<file path="config.mk">
export PLATFORM = sky130hd
export DESIGN_NAME = fwd_hazard_unit
export DESIGN_NICKNAME = d
export VERILOG_FILES = /design/src/rtl/fwd_pkg.sv /design/src/rtl/fwd_sat_counter.sv /design/src/rtl/fwd_hazard_unit.sv
export SDC_FILE = /design/constraint.sdc
export NUM_CORES = 1
export LEC_CHECK = 0
export BUFFER_PORTS_ARGS = -buffer_cell sky130_fd_sc_hd__buf_2
export CELL_PAD_IN_SITES_DETAIL_PLACEMENT = 0
export CELL_PAD_IN_SITES_GLOBAL_PLACEMENT = 1
export CORE_ASPECT_RATIO = 1.5
export CORE_UTILIZATION = 38
export CTS_CLUSTER_SIZE = 30
export DETAILED_ROUTE_END_ITERATION = 7
export PLACE_DENSITY = 0.81
export SLEW_MARGIN = 20
export SYNTH_ARGS = -nofsm -noshare
export SYNTH_HDL_FRONTEND = slang
export SYNTH_SLANG_ARGS = --single-unit
</file>
<file path="constraint.sdc">
create_clock -name clk -period 2.7 [get_ports clk]
set_input_delay 0.27 -clock clk [delete_from_list [all_inputs] [get_ports clk]]
set_output_delay 0.27 -clock clk [all_outputs]
set_load 0.01 [all_outputs]
</file>
<file path="src/rtl/fwd_pkg.sv">
// Shared constants and types for the forwarding / hazard unit.
package fwd_pkg;

  // Operand source selects driven onto the ALU input muxes.
  localparam logic [1:0] FWD_RF  = 2'b00;
  localparam logic [1:0] FWD_MEM = 2'b10;
  localparam logic [1:0] FWD_WB  = 2'b01;

  // Interlock controller states.
  typedef enum logic {
    IDLE  = 1'b0,
    STALL = 1'b1
  } stallState_t;

  // EX/MEM wins over MEM/WB because it holds the younger result.
  function automatic logic [1:0] fwdSel(input logic exMemHit, input logic memWbHit);
    if (exMemHit) begin
      return FWD_MEM;
    end
    if (memWbHit) begin
      return FWD_WB;
    end
    return FWD_RF;
  endfunction

endpackage

</file>
<file path="src/rtl/fwd_sat_counter.sv">
// Saturating event counter with synchronous clear.
module fwd_sat_counter #(
  parameter int CNT_W = 16
) (
  input  logic             clk,
  input  logic             rst,
  input  logic             inc,
  input  logic             clr,
  output logic [CNT_W-1:0] count
);

  // Clear beats increment; the counter sticks at all-ones instead of wrapping.
  always_ff @(posedge clk or posedge rst) begin
    if (rst) begin
      count <= '0;
    end else if (clr) begin
      count <= '0;
    end else if (inc && (count != '1)) begin
      count <= count + 1'b1;
    end
  end

endmodule

</file>
<file path="src/rtl/fwd_hazard_unit.sv">
// Operand forwarding, load-use interlock and performance counters
// for the five-stage MIPS pipeline.
module fwd_hazard_unit
  import fwd_pkg::*;
#(
  parameter int REG_AW   = 5,
  parameter int LOAD_LAT = 1,
  parameter int CNT_W    = 16,
  parameter int FWD_EN   = 1
) (
  input  logic              clk,
  input  logic              rst,
  input  logic [REG_AW-1:0] if_id_rs,
  input  logic [REG_AW-1:0] if_id_rt,
  input  logic [REG_AW-1:0] id_ex_rs,
  input  logic [REG_AW-1:0] id_ex_rt,
  input  logic [REG_AW-1:0] id_ex_rd,
  input  logic              id_ex_memread,
  input  logic              id_ex_regwrite,
  input  logic              ex_mem_regwrite,
  input  logic [REG_AW-1:0] ex_mem_rd,
  input  logic              mem_wb_regwrite,
  input  logic [REG_AW-1:0] mem_wb_rd,
  input  logic              mem_busy,
  input  logic              cnt_clr,
  output logic [1:0]        forward_a,
  output logic [1:0]        forward_b,
  output logic              stall,
  output logic [CNT_W-1:0]  stall_cnt,
  output logic [CNT_W-1:0]  fwd_cnt
);

  // Remaining stall cycles after the first (combinational) one.
  localparam logic [3:0] REM_INIT  = 4'(LOAD_LAT - 1);
  localparam logic       MULTI_LAT = (LOAD_LAT > 1);
  localparam logic       FWD_ON    = (FWD_EN != 0);

  stallState_t stateReg, stateNext;
  logic [3:0]  remReg, remNext;

  logic exMemHitA, exMemHitB, memWbHitA, memWbHitB;
  logic luHz, rawHz, hazard;

  // A writer matches a source when it writes, targets a real register and
  // the register numbers agree; r0 never participates.
  assign exMemHitA = ex_mem_regwrite && (ex_mem_rd != '0) && (ex_mem_rd == id_ex_rs);
  assign exMemHitB = ex_mem_regwrite && (ex_mem_rd != '0) && (ex_mem_rd == id_ex_rt);
  assign memWbHitA = mem_wb_regwrite && (mem_wb_rd != '0) && (mem_wb_rd == id_ex_rs);
  assign memWbHitB = mem_wb_regwrite && (mem_wb_rd != '0) && (mem_wb_rd == id_ex_rt);

  assign forward_a = FWD_ON ? fwdSel(exMemHitA, memWbHitA) : FWD_RF;
  assign forward_b = FWD_ON ? fwdSel(exMemHitB, memWbHitB) : FWD_RF;

  assign luHz = id_ex_memread && (id_ex_rd != '0) &&
                ((id_ex_rd == if_id_rs) || (id_ex_rd == if_id_rt));

  // Without forwarding, any in-flight writer of an ID source must be waited out.
  assign rawHz = (id_ex_regwrite  && (id_ex_rd  != '0) &&
                  ((id_ex_rd  == if_id_rs) || (id_ex_rd  == if_id_rt))) ||
                 (ex_mem_regwrite && (ex_mem_rd != '0) &&
                  ((ex_mem_rd == if_id_rs) || (ex_mem_rd == if_id_rt))) ||
                 (mem_wb_regwrite && (mem_wb_rd != '0) &&
                  ((mem_wb_rd == if_id_rs) || (mem_wb_rd == if_id_rt)));

  assign hazard = luHz || (!FWD_ON && rawHz);

  // Interlock state and remaining-cycle register.
  always_ff @(posedge clk or posedge rst) begin
    if (rst) begin
      stateReg <= IDLE;
      remReg   <= '0;
    end else begin
      stateReg <= stateNext;
      remReg   <= remNext;
    end
  end

  // Next-state and stall decode; hazard inputs are ignored while a bubble is in EX.
  always_comb begin
    stateNext = stateReg;
    remNext   = remReg;
    stall     = 1'b0;
    case (stateReg)
      IDLE: begin
        stall = hazard || mem_busy;
        if (luHz && MULTI_LAT) begin
          stateNext = STALL;
          remNext   = REM_INIT;
        end
      end
      STALL: begin
        stall = 1'b1;
        if (!mem_busy) begin
          if (remReg <= 4'd1) begin
            stateNext = IDLE;
            remNext   = '0;
          end else begin
            remNext = remReg - 4'd1;
          end
        end
      end
      default: begin
        stateNext = IDLE;
        remNext   = '0;
      end
    endcase
  end

  fwd_sat_counter #(.CNT_W(CNT_W)) stallCounter (
    .clk   (clk),
    .rst   (rst),
    .inc   (stall),
    .clr   (cnt_clr),
    .count (stall_cnt)
  );

  fwd_sat_counter #(.CNT_W(CNT_W)) fwdCounter (
    .clk   (clk),
    .rst   (rst),
    .inc   ((forward_a != FWD_RF) || (forward_b != FWD_RF)),
    .clr   (cnt_clr),
    .count (fwd_cnt)
  );

endmodule

</file>
## Yosys cells after proc, flatten, opt, wreduce, memory -nomap -nowiden

Cells that the tools add are included.

| storage, ports and cells | value |
|---|---|
| register bits after elaboration | 37 |
| output and inout port bits | 37 |
| logic and storage cells | 62 |

| cells by class | value |
|---|---|
| $add $sub $neg | 3 |
| magnitude comparators | 1 |
| equal/unequal tests | 8 |
| muxes and demuxes | 23 |
| bitwise operators | 2 |
| reductions and logical operators | 21 |

Operators with widths:

| operator | count |
|---|---|
| $mux W16 | 4 |
| $add A16 B1 Y16 const B | 2 |
| $ne A16 B16 Y1 const B | 2 |
| $eq A5 B5 Y1 | 6 |
| $mux W2 | 8 |
| $reduce_bool A5 Y1 | 3 |
| $logic_and A1 B1 Y1 | 10 |
| $mux W1 | 9 |
| $reduce_bool A2 Y1 | 4 |
| $le A4 B1 Y1 const B | 1 |
| $mux W4 | 1 |
| $sub A4 B1 Y4 const B | 1 |
| $logic_or A1 B1 Y1 | 3 |
| $not A1 Y1 | 2 |
| $pmux W1 S2 | 1 |
| $reduce_and A2 Y1 | 1 |

## Longest topological paths before layout

| logic depth | value |
|---|---|
| word-level depth | 12 |
| gate-level depth with buffers | 9 |
| depth with buffers taken out | 7 |

## Hierarchy

From an unflattened synthesis, not the netlist that was laid out.

| second synthesis, totals | value |
|---|---|
| cells, all modules | 284 |
| area, all modules | 2,544.9 um^2 |

By module, submodules not included:

| module | times used | cells an instance | area each (um^2) | seq. area each (um^2) |
|---|---|---|---|---|
| fwd_sat_counter | 2 | 101 | 932.1 | 400.4 |
| fwd_hazard_unit | 1 | 82 | 680.7 | 125.1 |

## Worst setup path before layout

OpenSTA, ideal clock, no wires.

| path | value |
|---|---|
| path kind | input to register |
| start point | input ex_mem_rd[1] |
| end point | register fwdCounter.count[2] |
| data arrival time | 2,052 ps |
| required time | 2,573 ps |
| setup slack | 521 ps |
| stages | 7 |
| path buffers | 1 |
| path through | or4_1 -> nor2_2 -> nor4_2 -> or4_1 -> buf_2 -> nand3_1 -> mux2_1 |

| between the ends | value |
|---|---|
| longest elaborated chain between the ends | 9 |
| elaborated cells between the ends (all ways) | 15 |
| classes of those cells | 2 x eq/ne; 4 x mux; 9 x reduce/logical |

Ends and longest elaborated chain:

| what | line | source |
|---|---|---|
| from (decl) | fwd_hazard_unit.sv:21 | `input logic [REG_AW-1:0] ex_mem_rd,` |
| $reduce_bool A5 Y1 | - |  |
| $logic_and A1 B1 Y1 | - |  |
| $logic_and A1 B1 Y1 * | fwd_hazard_unit.sv:46 | `assign exMemHitA = ex_mem_regwrite && (ex_mem_rd != '0) && (ex_mem_rd == id_ex_rs);` |
| via exMemHitA | fwd_hazard_unit.sv:41 | `logic exMemHitA, exMemHitB, memWbHitA, memWbHitB;` |
| $mux W1 * | fwd_pkg.sv:17 | `if (exMemHit) begin` |
| $mux W2 * | fwd_pkg.sv:20 | `if (memWbHit) begin` |
| $reduce_bool A2 Y1 * | fwd_hazard_unit.sv:120 | `.inc ((forward_a != FWD_RF) \|\| (forward_b != FWD_RF)),` |
| $logic_or A1 B1 Y1 * | fwd_hazard_unit.sv:120 |  |
| $logic_and A1 B1 Y1 * | fwd_sat_counter.sv:18 | `end else if (inc && (count != '1)) begin` |
| $reduce_bool A2 Y1 (no source line) * | - |  |
| to (signal assigned) | fwd_sat_counter.sv:19 | `count <= count + 1'b1;` |
| to (decl) | fwd_sat_counter.sv:9 | `output logic [CNT_W-1:0] count` |

Mark *: on every way through the listed nets, which the timed path passes. The rest lies on a longest branch.
A chain may end at the register's enable or synchronous reset.

## Worst setup path after layout

| path | value |
|---|---|
| start point | register fwdCounter.count[0] |
| end point | register fwdCounter.count[9] |

| between the ends | value |
|---|---|
| longest elaborated chain between the ends | 3 |
| elaborated cells between the ends (all ways) | 6 |
| classes of those cells | 1 x add/sub; 1 x eq/ne; 2 x mux; 2 x reduce/logical |

Ends and longest elaborated chain:

| what | line |
|---|---|
| $add A16 B1 Y16 or $ne A16 B16 Y1 (tied branches) | fwd_sat_counter.sv:19, fwd_sat_counter.sv:18 |
| $mux W16 or $logic_and A1 B1 Y1 (tied branches) | fwd_sat_counter.sv:18 |
| $mux W16 or $reduce_bool A2 Y1 (tied branches) | - |

Parallel ways exist; a longest one is shown, timed or not. The select of a mux whose other input is x is not followed.

==> metrics.txt <==
GRT overflow 0; core area 0.00653 mm2; Synth async-reset ratio 100%; die height 103 um; fmax 433 MHz; CTS root buf clkbuf_8; port bufs 78; outcome complete, no violations; synth top area cells dfrtp_1 36%, xor2_1 6.1%, or4_1 4.9%; crit path DAT 2.48 ns; FP Rows 36; syn_area_per_cell 9.06 um2; Clock transition at path regs 0.08 ns; CTS tree done; WL final 6.10 mm; worst skew pair latency 0.29 ns; top cells by count, synth 37 x dfrtp_1, 22 x a21oi_1, 21 x nand3_1, 21 x nor2_1, 18 x xor2_1; worst min-delay path class primary input to asynchronous set/reset pin; Setup TNS 0 ns; vias in the first global route 2320; drt via density 5.56; Routed wire per std cell 13.9 um; n_diodes 0; area growth from synthesis to layout 20.4%; P per Cell Area 355 mW/mm2; reg2reg start fwdCounter.count[0]; Critical Path RT 2.87 ns; top cell type by total area after synthesis dfrtp_1; die area 0.00716 mm2; worst setup path start fwdCounter.count[0]; worst slew pin tran 0.750 ns; Most used DFF post-synth dfrtp_1; fraction of layout cells with a size suffix above 1 30.3%; Final setup viols 0; count leader, synth dfrtp_1; #FFs+latches synth 37; Post-Syn Nets 333; min cycle time layout 2.31 ns; Pre-antenna DRT Iters 4; Yosys warning count 0; RD Place Congestion 0.767; hold buffer count at CTS 0; HPWL Detailed 4.46 mm; unrepaired setup endpoints after global routing no; FF/Latch Area 926 um2; DRT antenna net count 0; peak supply drop 0.000254 V; TritonCTS buffer count 5; post-synthesis sequential area ratio 35.7%; max_slew headroom 50.0%; period utilization 85.5%; CP Class flip-flop to flip-flop; post-synthesis cell area 0.00259 mm2; setup repair bufs after CTS 0; initial core utilization 39.7%; top cell type's share of synthesized area 35.7%; # H-tree levels 2; Max Cap Viol 0; chip width 69.4 um; Post-route DRC 0; fillers 654; Critical Path Start Type flip-flop; number of flops mapped to enable cells by yosys 0; clk buf depth 2; skew final 0.0119 ns; post-CTS sizing 0; Overall Global Routing Usage 17.6%; area of the multi-input gates 0.00154 mm2; Post-Synthesis Cells 286; CP Capture Type flip-flop; largest net degree at the start of global routing 43; Leak Pwr 1.42 nW; # clock sinks 37; Final Max Slew Viols 0; first-pass GRT wire length 10.4 mm; worst-case hold slack 0.0722 ns; io pins 80; final net count 409; Final Hold Vio Count 0; Via Count 2442; Layout Utilization 47.7%; DR iter-0 viols 136; Critical Path Fanout Max 19; synth unique cells 48; initial antenna violation count 0
through the flow:
| step | area (um2) | instances | setup slack [ns] | total power [mW] |
|---|---|---|---|---|
| 6_report | 3120 | 439 | 0.393 | 1.11 |
| 3_3_place_gp | 3040 | 431 | 0.328 | 0.736 |
| 2_1_floorplan | 2590 | 286 | 0.521 | 0.670 |
| 5_1_grt | 3120 | 439 | 0.277 | 1.17 |
| 3_5_place_dp | 3040 | 431 | 0.305 | 0.738 |
| 4_1_cts | 3120 | 439 | 0.399 | 1.13 |
kinds of logic (layout without fill, tap and decap cells):
logic type / Yosys count / after routing / synth area share (%)
mux: 10 / 10 / 4.59
buf+inv: 25 / 102 / 5.07
flops: 37 / 37 / 35.7
fa+ha+maj: 4 / 4 / 1.93
compound gates: 55 / 55 / 13.9
simple gates: 125 / 125 / 28.6
xor+xnor: 30 / 30 / 10.1
final timing paths:
| path | to | cells past startpoint | slack [ns] |
|---|---|---|---|
| min in group clk | stateReg | 2 | 0.25 |
| max in group asynchronous | fwdCounter.count[12] | 3 | 2.28 |
| setup reg to reg | fwdCounter.count[9] | 6 | 0.39 |
| setup / recovery | fwdCounter.count[9] | 6 | 0.39 |
| hold reg to reg | remReg[1] | 2 | 0.51 |
| hold / removal | stallCounter.count[5] | 3 | 0.07 |
layout by cell type, fill, tap and decap left out, drive strengths merged, types with 2 or more instances in the layout:
| cell | count |
|---|---|
| clkbuf | 6 |
| nor4 | 8 |
| ha | 4 |
| a21oi | 23 |
| mux2 | 9 |
| or4 | 17 |
| inv | 10 |
| nor3b | 2 |
| and4 | 2 |
| o41ai | 4 |
| nor3 | 10 |
| nor2b | 9 |
| xor2 | 18 |
| or3 | 3 |
| nand2b | 3 |
| dfrtp | 37 |
| xnor2 | 12 |
| o21ai | 7 |
| o31ai | 13 |
| a21o | 2 |
| nor2 | 22 |
| nand2 | 9 |
| nand3 | 21 |
| buf | 84 |
| clkinv | 2 |
| and3 | 6 |
| nand4 | 8 |
| nand4b | 3 |
where the power goes:
part	switching [mW]	total, mW	leakage, nW	internal [mW]
clock network	0.202	0.382	0.0450	0.179
logic	0.0911	0.161	0.864	0.0696
registers	0.00541	0.564	0.510	0.558
critical path: stages, from the launching register on:
cell	delay, ns
dfrtp_1	0.43
ha_1	0.24
and3_1	0.20
and3_1	0.23
and3_1	0.41
nor4_2	0.36
mux2_4	0.33
flip-flops by register name, summed over array words and instances (netlist names):
name / flops
remReg: 4
stallCounter.count: 16
fwdCounter.count: 16
stateReg: 1
cell type report:
type	count	area share, %
inverter	10	1.20
sequential	37	29.7
clock inverter	2	0.321
tap	76	3.05
timing repair buffer	84	14.0
multi-input combinational	224	49.4
clock buffer	6	2.33
routing by layer:
| metal | track usage (%) | part of all wire, % | vias up | wire length, um |
|---|---|---|---|---|
| li1 | - | - | 1210 | - |
| met1 | 21.3 | 43 | 1151 | 2640 |
| met2 | 31.8 | 51 | 69 | 3080 |
| met3 | 2.83 | 4.3 | 12 | 261 |
| met4 | 5.65 | 1.7 | 0 | 105 |
| met5 | 0 | 0 | - | 0 |
No activity file was read; power rests on OpenSTA's default activity.
